===== config.mk =====
export PLATFORM = sky130hd
export DESIGN_NAME = combo_counter
export DESIGN_NICKNAME = d
export VERILOG_FILES = /design/src/rtl/combo_pkg.sv /design/src/rtl/rise_edge_detect.sv /design/src/rtl/combo_counter.sv
export SDC_FILE = /design/constraint.sdc
export NUM_CORES = 1
export LEC_CHECK = 0
export BUFFER_PORTS_ARGS = -buffer_cell sky130_fd_sc_hd__buf_4
export CAP_MARGIN = 20
export CORE_MARGIN = 2
export CORE_UTILIZATION = 53
export DETAILED_ROUTE_END_ITERATION = 6
export MAX_ROUTING_LAYER = met4
export PLACE_DENSITY = 0.85
export SYNTH_ARGS = -nofsm -noshare
export SYNTH_HDL_FRONTEND = slang
export SYNTH_HIERARCHICAL = 1
export SYNTH_SLANG_ARGS = --single-unit

===== constraint.sdc =====
create_clock -name clk -period 3.1 [get_ports clk]
set_clock_uncertainty 0.15 [all_clocks]
set_input_delay 0.155 -clock clk [delete_from_list [all_inputs] [get_ports clk]]
set_output_delay 0.155 -clock clk [all_outputs]
set_load 0.03 [all_outputs]

===== src/rtl/combo_pkg.sv =====
// Shared defaults and the per-clock update action for the combo counter.
// Latency: n/a (declarations only).
// Backpressure: n/a (declarations only).
package combo_pkg;

    localparam int DEF_COUNT_W        = 7;
    localparam int DEF_MAX_COMBO      = 99;
    localparam int DEF_HIT_INC        = 1;
    localparam int DEF_FULL_CLEAR_INC = 2;

    // What the count register does on a given clock, already priority-resolved.
    typedef enum logic [1:0] {
        ACT_HOLD     = 2'd0,
        ACT_CLEAR    = 2'd1,
        ACT_ADD_HIT  = 2'd2,
        ACT_ADD_FULL = 2'd3
    } action_t;

endpackage


===== src/rtl/rise_edge_detect.sv =====
// Turns a level into a one-clock pulse on its rising edge.
// Latency: pulse is combinational from d (same cycle the level is first seen high).
// Backpressure: none; a level held high yields exactly one pulse.
module rise_edge_detect (
    input  logic clk,
    input  logic rst,
    input  logic d,
    output logic pulse
);

    logic prev;

    // History bit; cleared on reset so a level already high at release counts once.
    always_ff @(posedge clk) begin
        if (rst) begin
            prev <= 1'b0;
        end else begin
            prev <= d;
        end
    end

    assign pulse = d & ~prev;

endmodule


===== src/rtl/combo_counter.sv =====
// Saturating hit-streak counter driven by edge-qualified hit/miss levels.
// Latency: combo_count updates on the edge that first samples an input high.
// Backpressure: none; events are consumed every clock, miss beats any hit.
module combo_counter
    import combo_pkg::*;
#(
    parameter int COUNT_W        = DEF_COUNT_W,
    parameter int MAX_COMBO      = DEF_MAX_COMBO,
    parameter int HIT_INC        = DEF_HIT_INC,
    parameter int FULL_CLEAR_INC = DEF_FULL_CLEAR_INC
) (
    input  logic               clk,
    input  logic               rst,
    input  logic               miss,
    input  logic               non_full_clear_hit,
    input  logic               full_clear_hit,
    output logic [COUNT_W-1:0] combo_count
);

    localparam logic [COUNT_W:0] MAX_W  = (COUNT_W+1)'(MAX_COMBO);
    localparam logic [COUNT_W:0] HIT_W  = (COUNT_W+1)'(HIT_INC);
    localparam logic [COUNT_W:0] FULL_W = (COUNT_W+1)'(FULL_CLEAR_INC);

    logic             ev_miss;
    logic             ev_hit;
    logic             ev_full;
    action_t          action;
    logic [COUNT_W:0] inc;
    logic [COUNT_W:0] sum;
    logic [COUNT_W:0] sat_sum;

    rise_edge_detect u_miss_edge (
        .clk   (clk),
        .rst   (rst),
        .d     (miss),
        .pulse (ev_miss)
    );

    rise_edge_detect u_hit_edge (
        .clk   (clk),
        .rst   (rst),
        .d     (non_full_clear_hit),
        .pulse (ev_hit)
    );

    rise_edge_detect u_full_edge (
        .clk   (clk),
        .rst   (rst),
        .d     (full_clear_hit),
        .pulse (ev_full)
    );

    // Priority: a miss wipes the streak; a full clear wins over a plain hit (no stacking).
    always_comb begin
        action = ACT_HOLD;
        if (ev_miss) begin
            action = ACT_CLEAR;
        end else if (ev_full) begin
            action = ACT_ADD_FULL;
        end else if (ev_hit) begin
            action = ACT_ADD_HIT;
        end
    end

    // One extra bit on the sum so the ceiling compare never sees a wrapped value.
    always_comb begin
        inc = '0;
        if (action == ACT_ADD_FULL) begin
            inc = FULL_W;
        end else if (action == ACT_ADD_HIT) begin
            inc = HIT_W;
        end
        sum     = {1'b0, combo_count} + inc;
        sat_sum = (sum > MAX_W) ? MAX_W : sum;
    end

    // Count register; reset drops any event seen in the same cycle.
    always_ff @(posedge clk) begin
        if (rst) begin
            combo_count <= '0;
        end else begin
            case (action)
                ACT_CLEAR:    combo_count <= '0;
                ACT_ADD_HIT,
                ACT_ADD_FULL: combo_count <= sat_sum[COUNT_W-1:0];
                default:      combo_count <= combo_count;
            endcase
        end
    end

endmodule


# After elaboration in Yosys (flattened, before gate mapping)

Index checks and enable logic that the tools add are counted.

Register bits: 10
Input bits: 5
Word-level logic and storage cells: 24

Bitwise gates (word level): 6
Reductions and logical operators: 2
Equal/unequal tests: 3
Add/sub/neg operators: 1
Muxes and demuxes: 7
$lt $le $gt $ge: 1

Operators by type and width:

| operator                                            | count |
|---|---|
| one-hot mux 7 bit (2 select lines)                  | 1 |
| adder 7 x 2 -> 8 bit                                | 1 |
| > comparator 8 x 7 -> 1 bit (second input constant) | 1 |
| 2-to-1 mux 2 bit                                    | 4 |
| 2-to-1 mux 7 bit                                    | 1 |
| == test 2 bit (second input constant)               | 2 |
| AND 1 bit                                           | 3 |
| inverter 1 bit                                      | 3 |
| == test 2 x 1 -> 1 bit (second input constant)      | 1 |
| nonzero test 2 bit                                  | 1 |
| OR reduction 2 bit                                  | 1 |
| 2-to-1 mux 1 bit                                    | 1 |

# Logic depth before layout (Yosys ltp)

Depth in word-level cells: 12
Gate-level depth with buffers: 10

# By module

Netlist, hierarchy kept.

Modules (own cells, without submodules):

| module           | cells each | seq. area each (um2) | area an instance (um2) | instances |
|---|---|---|---|---|
| combo_counter    | 70         | 140.1                | 558.0                  | 1 |
| rise_edge_detect | 3          | 20.0                 | 47.5                   | 3 |

# Worst setup path before layout

Ideal clock, no wire load.

Path kind: register -> register
Start: register u_hit_edge.prev
End: register combo_count[4]
Buffers on the path: 0
Slack: 0.495 ns
Data arrival time: 2.320 ns
Library setup time: 0.135 ns
Data required time: 2.815 ns
Cell stages (with the launch flop): 11
Cell sequence: dfxtp_1 -> nor2b_4 -> nor3b_1 -> ha_1 -> inv_1 -> fa_1 -> nand3b_1 -> or2_1 -> o31a_1 -> a31oi_1 -> mux2i_1

Cells in the longest elaborated chain, start to end: 12

Ends and longest elaborated chain:

| item                               | line                                     | RTL |
|---|---|---|
| start, declared                    | rise_edge_detect.sv:11                   | `logic prev;` |
| start signal, assigned             | rise_edge_detect.sv:16                   | `prev <= 1'b0;` |
| start signal, assigned             | rise_edge_detect.sv:18                   | `prev <= d;` |
| inverter 1 bit (*)                 | rise_edge_detect.sv:22                   | `assign pulse = d & ~prev;` |
| AND 1 bit (*)                      | rise_edge_detect.sv:22                   |  |
| net ev_hit                         | combo_counter.sv:25                      | `logic ev_hit;` |
| 2-to-1 mux 2 bit (*)               | combo_counter.sv:60                      | `end else if (ev_hit) begin` |
| 2-to-1 mux 2 bit (*)               | combo_counter.sv:58                      | `end else if (ev_full) begin` |
| 2-to-1 mux 2 bit (*)               | combo_counter.sv:56                      | `if (ev_miss) begin` |
| == test 2 bit                      | combo_counter.sv:70, combo_counter.sv:82 |  |
| 2-to-1 mux 1 bit                   | combo_counter.sv:70                      | `end else if (action == ACT_ADD_HIT) begin` |
| 2-to-1 mux 2 bit                   | combo_counter.sv:68                      | `if (action == ACT_ADD_FULL) begin` |
| adder 7 x 2 -> 8 bit               | combo_counter.sv:73                      | `sum = {1'b0, combo_count} + inc;` |
| > comparator 8 x 7 -> 1 bit        | combo_counter.sv:74                      | `sat_sum = (sum > MAX_W) ? MAX_W : sum;` |
| 2-to-1 mux 7 bit                   | combo_counter.sv:74                      |  |
| one-hot mux 7 bit (2 select lines) | combo_counter.sv:82                      | `case (action)` |
| end signal, assigned               | combo_counter.sv:85                      | `ACT_ADD_FULL: combo_count <= sat_sum[COUNT_W-1:0];` |
| end signal, assigned               | combo_counter.sv:86                      | `default: combo_count <= combo_count;` |
| end, declared                      | combo_counter.sv:17                      | `output logic [COUNT_W-1:0] combo_count` |

The timed path passes the listed nets; every way through them passes the cells marked *.
A chain may end at the register's enable or synchronous reset.

# Worst setup path in the final report

Start: input miss
End: register combo_count[3]

Cells in the longest elaborated chain, start to end: 9

Ends and longest elaborated chain:

| item                               | line                                     | RTL |
|---|---|---|
| start, declared                    | combo_counter.sv:14                      | `input logic miss,` |
| AND 1 bit (*)                      | rise_edge_detect.sv:22                   |  |
| net ev_miss                        | combo_counter.sv:24                      | `logic ev_miss;` |
| 2-to-1 mux 2 bit (*)               | combo_counter.sv:56                      |  |
| == test 2 bit                      | combo_counter.sv:70, combo_counter.sv:82 |  |
| 2-to-1 mux 1 bit                   | combo_counter.sv:70                      |  |
| 2-to-1 mux 2 bit                   | combo_counter.sv:68                      |  |
| adder 7 x 2 -> 8 bit               | combo_counter.sv:73                      |  |
| > comparator 8 x 7 -> 1 bit        | combo_counter.sv:74                      |  |
| 2-to-1 mux 7 bit                   | combo_counter.sv:74                      |  |
| one-hot mux 7 bit (2 select lines) | combo_counter.sv:82                      |  |

Marked as above.

==> flow_metrics.py <==
metrics = {
    "timing": {
        "drv_slew": 0,
        "worst_slack_ps": 181,
        "rsz0062_at_grt": "no",
        "final.period_utilization": 0.942,
        "max_freq_ghz": 0.343,
        "hold_violations": 0,
        "whs_ps": 10.6,
        "worst_slew_pin_slew_ps": 413,
        "setup_viol": 0,
        "final.setup.tns_ps": 0,
        "slew_headroom": 0.722,
        "period_needed_ps": 2920,
    },
    "place": {
        "numPortBuffers": 11,
        "gp_congestion": 0.829,
        "pre_cts_ws_ps": 304,
        "place_hpwl_mm": 1.08,
    },
    "status": {
        "status": "completed",
    },
    "drt": {
        "drt-total-wl_mm": 1.43,
        "wl_per_cell_um": 12.7,
        "vias_per_cell": 5.75,
        "routed-wl-met3_um": 48,
        "routed-wl-met2_um": 707,
        "initialDrtViolationCount": 0,
        "top_layer": "met4",
        "ant_nets": 0,
        "drt_first_pass_iters": 1,
        "drc": 0,
        "drt-met1-wl_um": 657,
        "vias": 644,
    },
    "synth": {
        "ys_warn_count": 6,
        "post_synth_num_cell_types": 35,
        "synth_edf_count": 0,
        "synth_seq_cells": 10,
        "ys_async_sr_fraction": 0,
        "ys_top_cells_by_area": "dfxtp_1 (29%), nor2b_4 (12%), a21oi_1 (4.3%), a211oi_1 (4.3%), ha_1 (3.6%)",
        "yosysTopAreaCell": "dfxtp_1",
        "syn_nets": 87,
        "synthFlopType": "dfxtp_1",
        "avgSynthCellArea_um2": 8.87,
        "synthesis.area_um2": 701,
        "yosys-top-cells-count": "dfxtp_1 (10), a21oi_1 (6), inv_1 (6), nand2_1 (6), nor2b_4 (6)",
        "yosysMostFrequentCell": "dfxtp_1",
        "syn_inst": 79,
        "synth.top_cell.area_share": 0.286,
        "synth-seq-area-share": 0.286,
    },
    "critical_path": {
        "crit_family": "simple AND/OR/NAND/NOR gates",
        "reg2reg_from": "u_hit_edge/prev",
        "max_stage_delay_ps": 540,
        "criticalPathCategory": "input port to flop",
        "cp_max_fo": 6,
        "crit_arrival_ps": 2920,
        "critPathCaptureType": "flop",
        "cp.required_ps": 3100,
        "path_depth": 12,
        "reg2reg_depth": 10,
        "crit_end": "combo_count[3]",
        "critPathBufInv": 3,
        "reg2reg_to": "combo_count[3]",
        "crit_path_top_delay_cell": "dlygate4sd3_1",
        "crit_start": "miss",
        "r2r_slack_ps": 410,
        "start_kind": "input port",
        "crit_chain": "dlygate4sd3_1 -> buf_4 -> nor2b_4 -> nor3b_2 -> ha_1 -> inv_1 -> fa_2 -> nand3b_1 -> or2_1 -> o31a_1 -> a31oi_1 -> o22ai_1",
    },
    "clock_network": {
        "clk_pin_slew_worst_paths_ps": 70,
        "cts.path.max_buffers": 2,
        "clk_latency_ps": 260,
        "cts_setup_buffers": 0,
        "cts_buffers": 3,
        "clock_sink_count": 10,
        "htree_levels": 1,
        "cts_root_buf": "clkbuf_4",
        "cts_tree": "built",
    },
    "floorplan": {
        "core_um2": 1270,
        "die_width_um": 40.4,
        "die_y_um": 40.4,
        "start_util": 0.552,
        "dieArea_um2": 1630,
        "boundaryPins": 12,
        "row_count": 13,
    },
    "final_layout": {
        "nFillCells": 107,
        "nNetsFinal": 106,
        "utilization": 0.694,
        "num_antenna_cells": 0,
        "area_growth_pct": 25.7,
        "drive_gt1_frac": 0.278,
    },
    "grt": {
        "grt_max_degree": 10,
        "grt_pass1_wl_mm": 2.26,
        "gr-usage-all-layers": 0.218,
        "antenna_found_initial": 0,
        "grt_pass1_vias": 563,
        "grt_overflow": 0,
    },
    "min_path": {
        "hold_path.class": "input port to flop",
    },
    "job": {
        "maxCapViolCount": 0,
    },
    "power_and_ir_drop": {
        "leakage_nw": 0.357,
        "p_per_area_nw_per_um2": 343,
        "vdd_ir_drop_max_mv": 0.178,
    },
}
==> where the power goes <==
group,internal (W),total (W),switching (W)
registers,0.000132,0.000135,0.00000293
logic,0.0000256,0.0000500,0.0000244
clock network,0.0000712,0.000118,0.0000468
==> flip-flops by register name (all words and copies together), names as in the netlist <==
signal,flops
u_miss_edge/prev,1
u_full_edge/prev,1
combo_count,7
u_hit_edge/prev,1
==> per-layer routing <==
layer | vias up | track usage
met3 | 2 | 0.0500
met2 | 10 | 0.385
met4 | 0 | 0.100
met1 | 305 | 0.226
met5 | - | -
li1 | 327 | -
==> cell usage in the layout (no fill, tap or decap) <==
cell type	count
a211oi_1	4
a21o_1	1
a21oi_1	6
a311oi_1	1
a31o_1	1
a31oi_1	3
buf_4	11
clkbuf_4	3
clkbuf_8	1
dfxtp_1	10
dlygate4sd3_1	5
fa_2	1
ha_1	2
inv_1	6
mux2i_1	1
nand2_1	6
nand3_1	3
nand3b_1	2
nor2_1	5
nor2_2	1
nor2b_1	1
nor2b_2	1
nor2b_4	6
nor3_1	2
nor3b_2	2
o211a_1	1
o21ai_0	2
o21ai_1	1
o21bai_1	1
o22ai_1	1
o311a_1	1
o31a_1	1
o31ai_1	1
o31ai_4	1
or2_1	1
or3_1	1
==> through the flow <==
stage	cell area [um2]	total power [W]	std cells
after CTS	873	0.000306	112
final	881	0.000303	112
after floorplan	701	0.000168	79
after global placement	787	0.000180	103
after global routing	881	0.000316	112
after detailed placement	787	0.000181	103
==> cells by family after synthesis <==
| family | after synthesis | share of synthesized area |
|---|---|---|
| multiplexers | 1 | 0.0143 |
| AO/OA/AOI/OAI | 26 | 0.271 |
| buffers and inverters | 8 | 0.0536 |
| AND/OR/NAND/NOR | 31 | 0.311 |
| flip-flops | 10 | 0.286 |
| adder cells (fa/ha/maj) | 3 | 0.0643 |
==> worst min-delay path by stage <==
stage	start	to	slack (ps)	cells after the start
floorplan	rst	u_full_edge/prev	70	1
finish	rst	u_miss_edge/prev	10	2
detailed placement	non_full_clear_hit	u_hit_edge/prev	240	2
global placement	full_clear_hit	u_full_edge/prev	230	2
global route	rst	u_miss_edge/prev	3	2
CTS	rst	u_miss_edge/prev	5	2
==> layout make-up <==
class | count | area, um2 | share of cell area
timing repair buffer | 16 | 133 | 0.151
multi-input combinational | 61 | 470 | 0.534
clock buffer | 4 | 36.3 | 0.0412
tap | 15 | 18.8 | 0.0213
sequential | 10 | 200 | 0.227
inverter | 6 | 22.5 | 0.0256
==> what timing repair did <==
action                                 in CTS  in global routing
hold buffers                                5                  0
resized for setup                           0                  2
endpoints found under the hold margin       3                  0
setup endpoints to repair                   0                  4
Note: power is estimated with default switching activity, not from simulation.
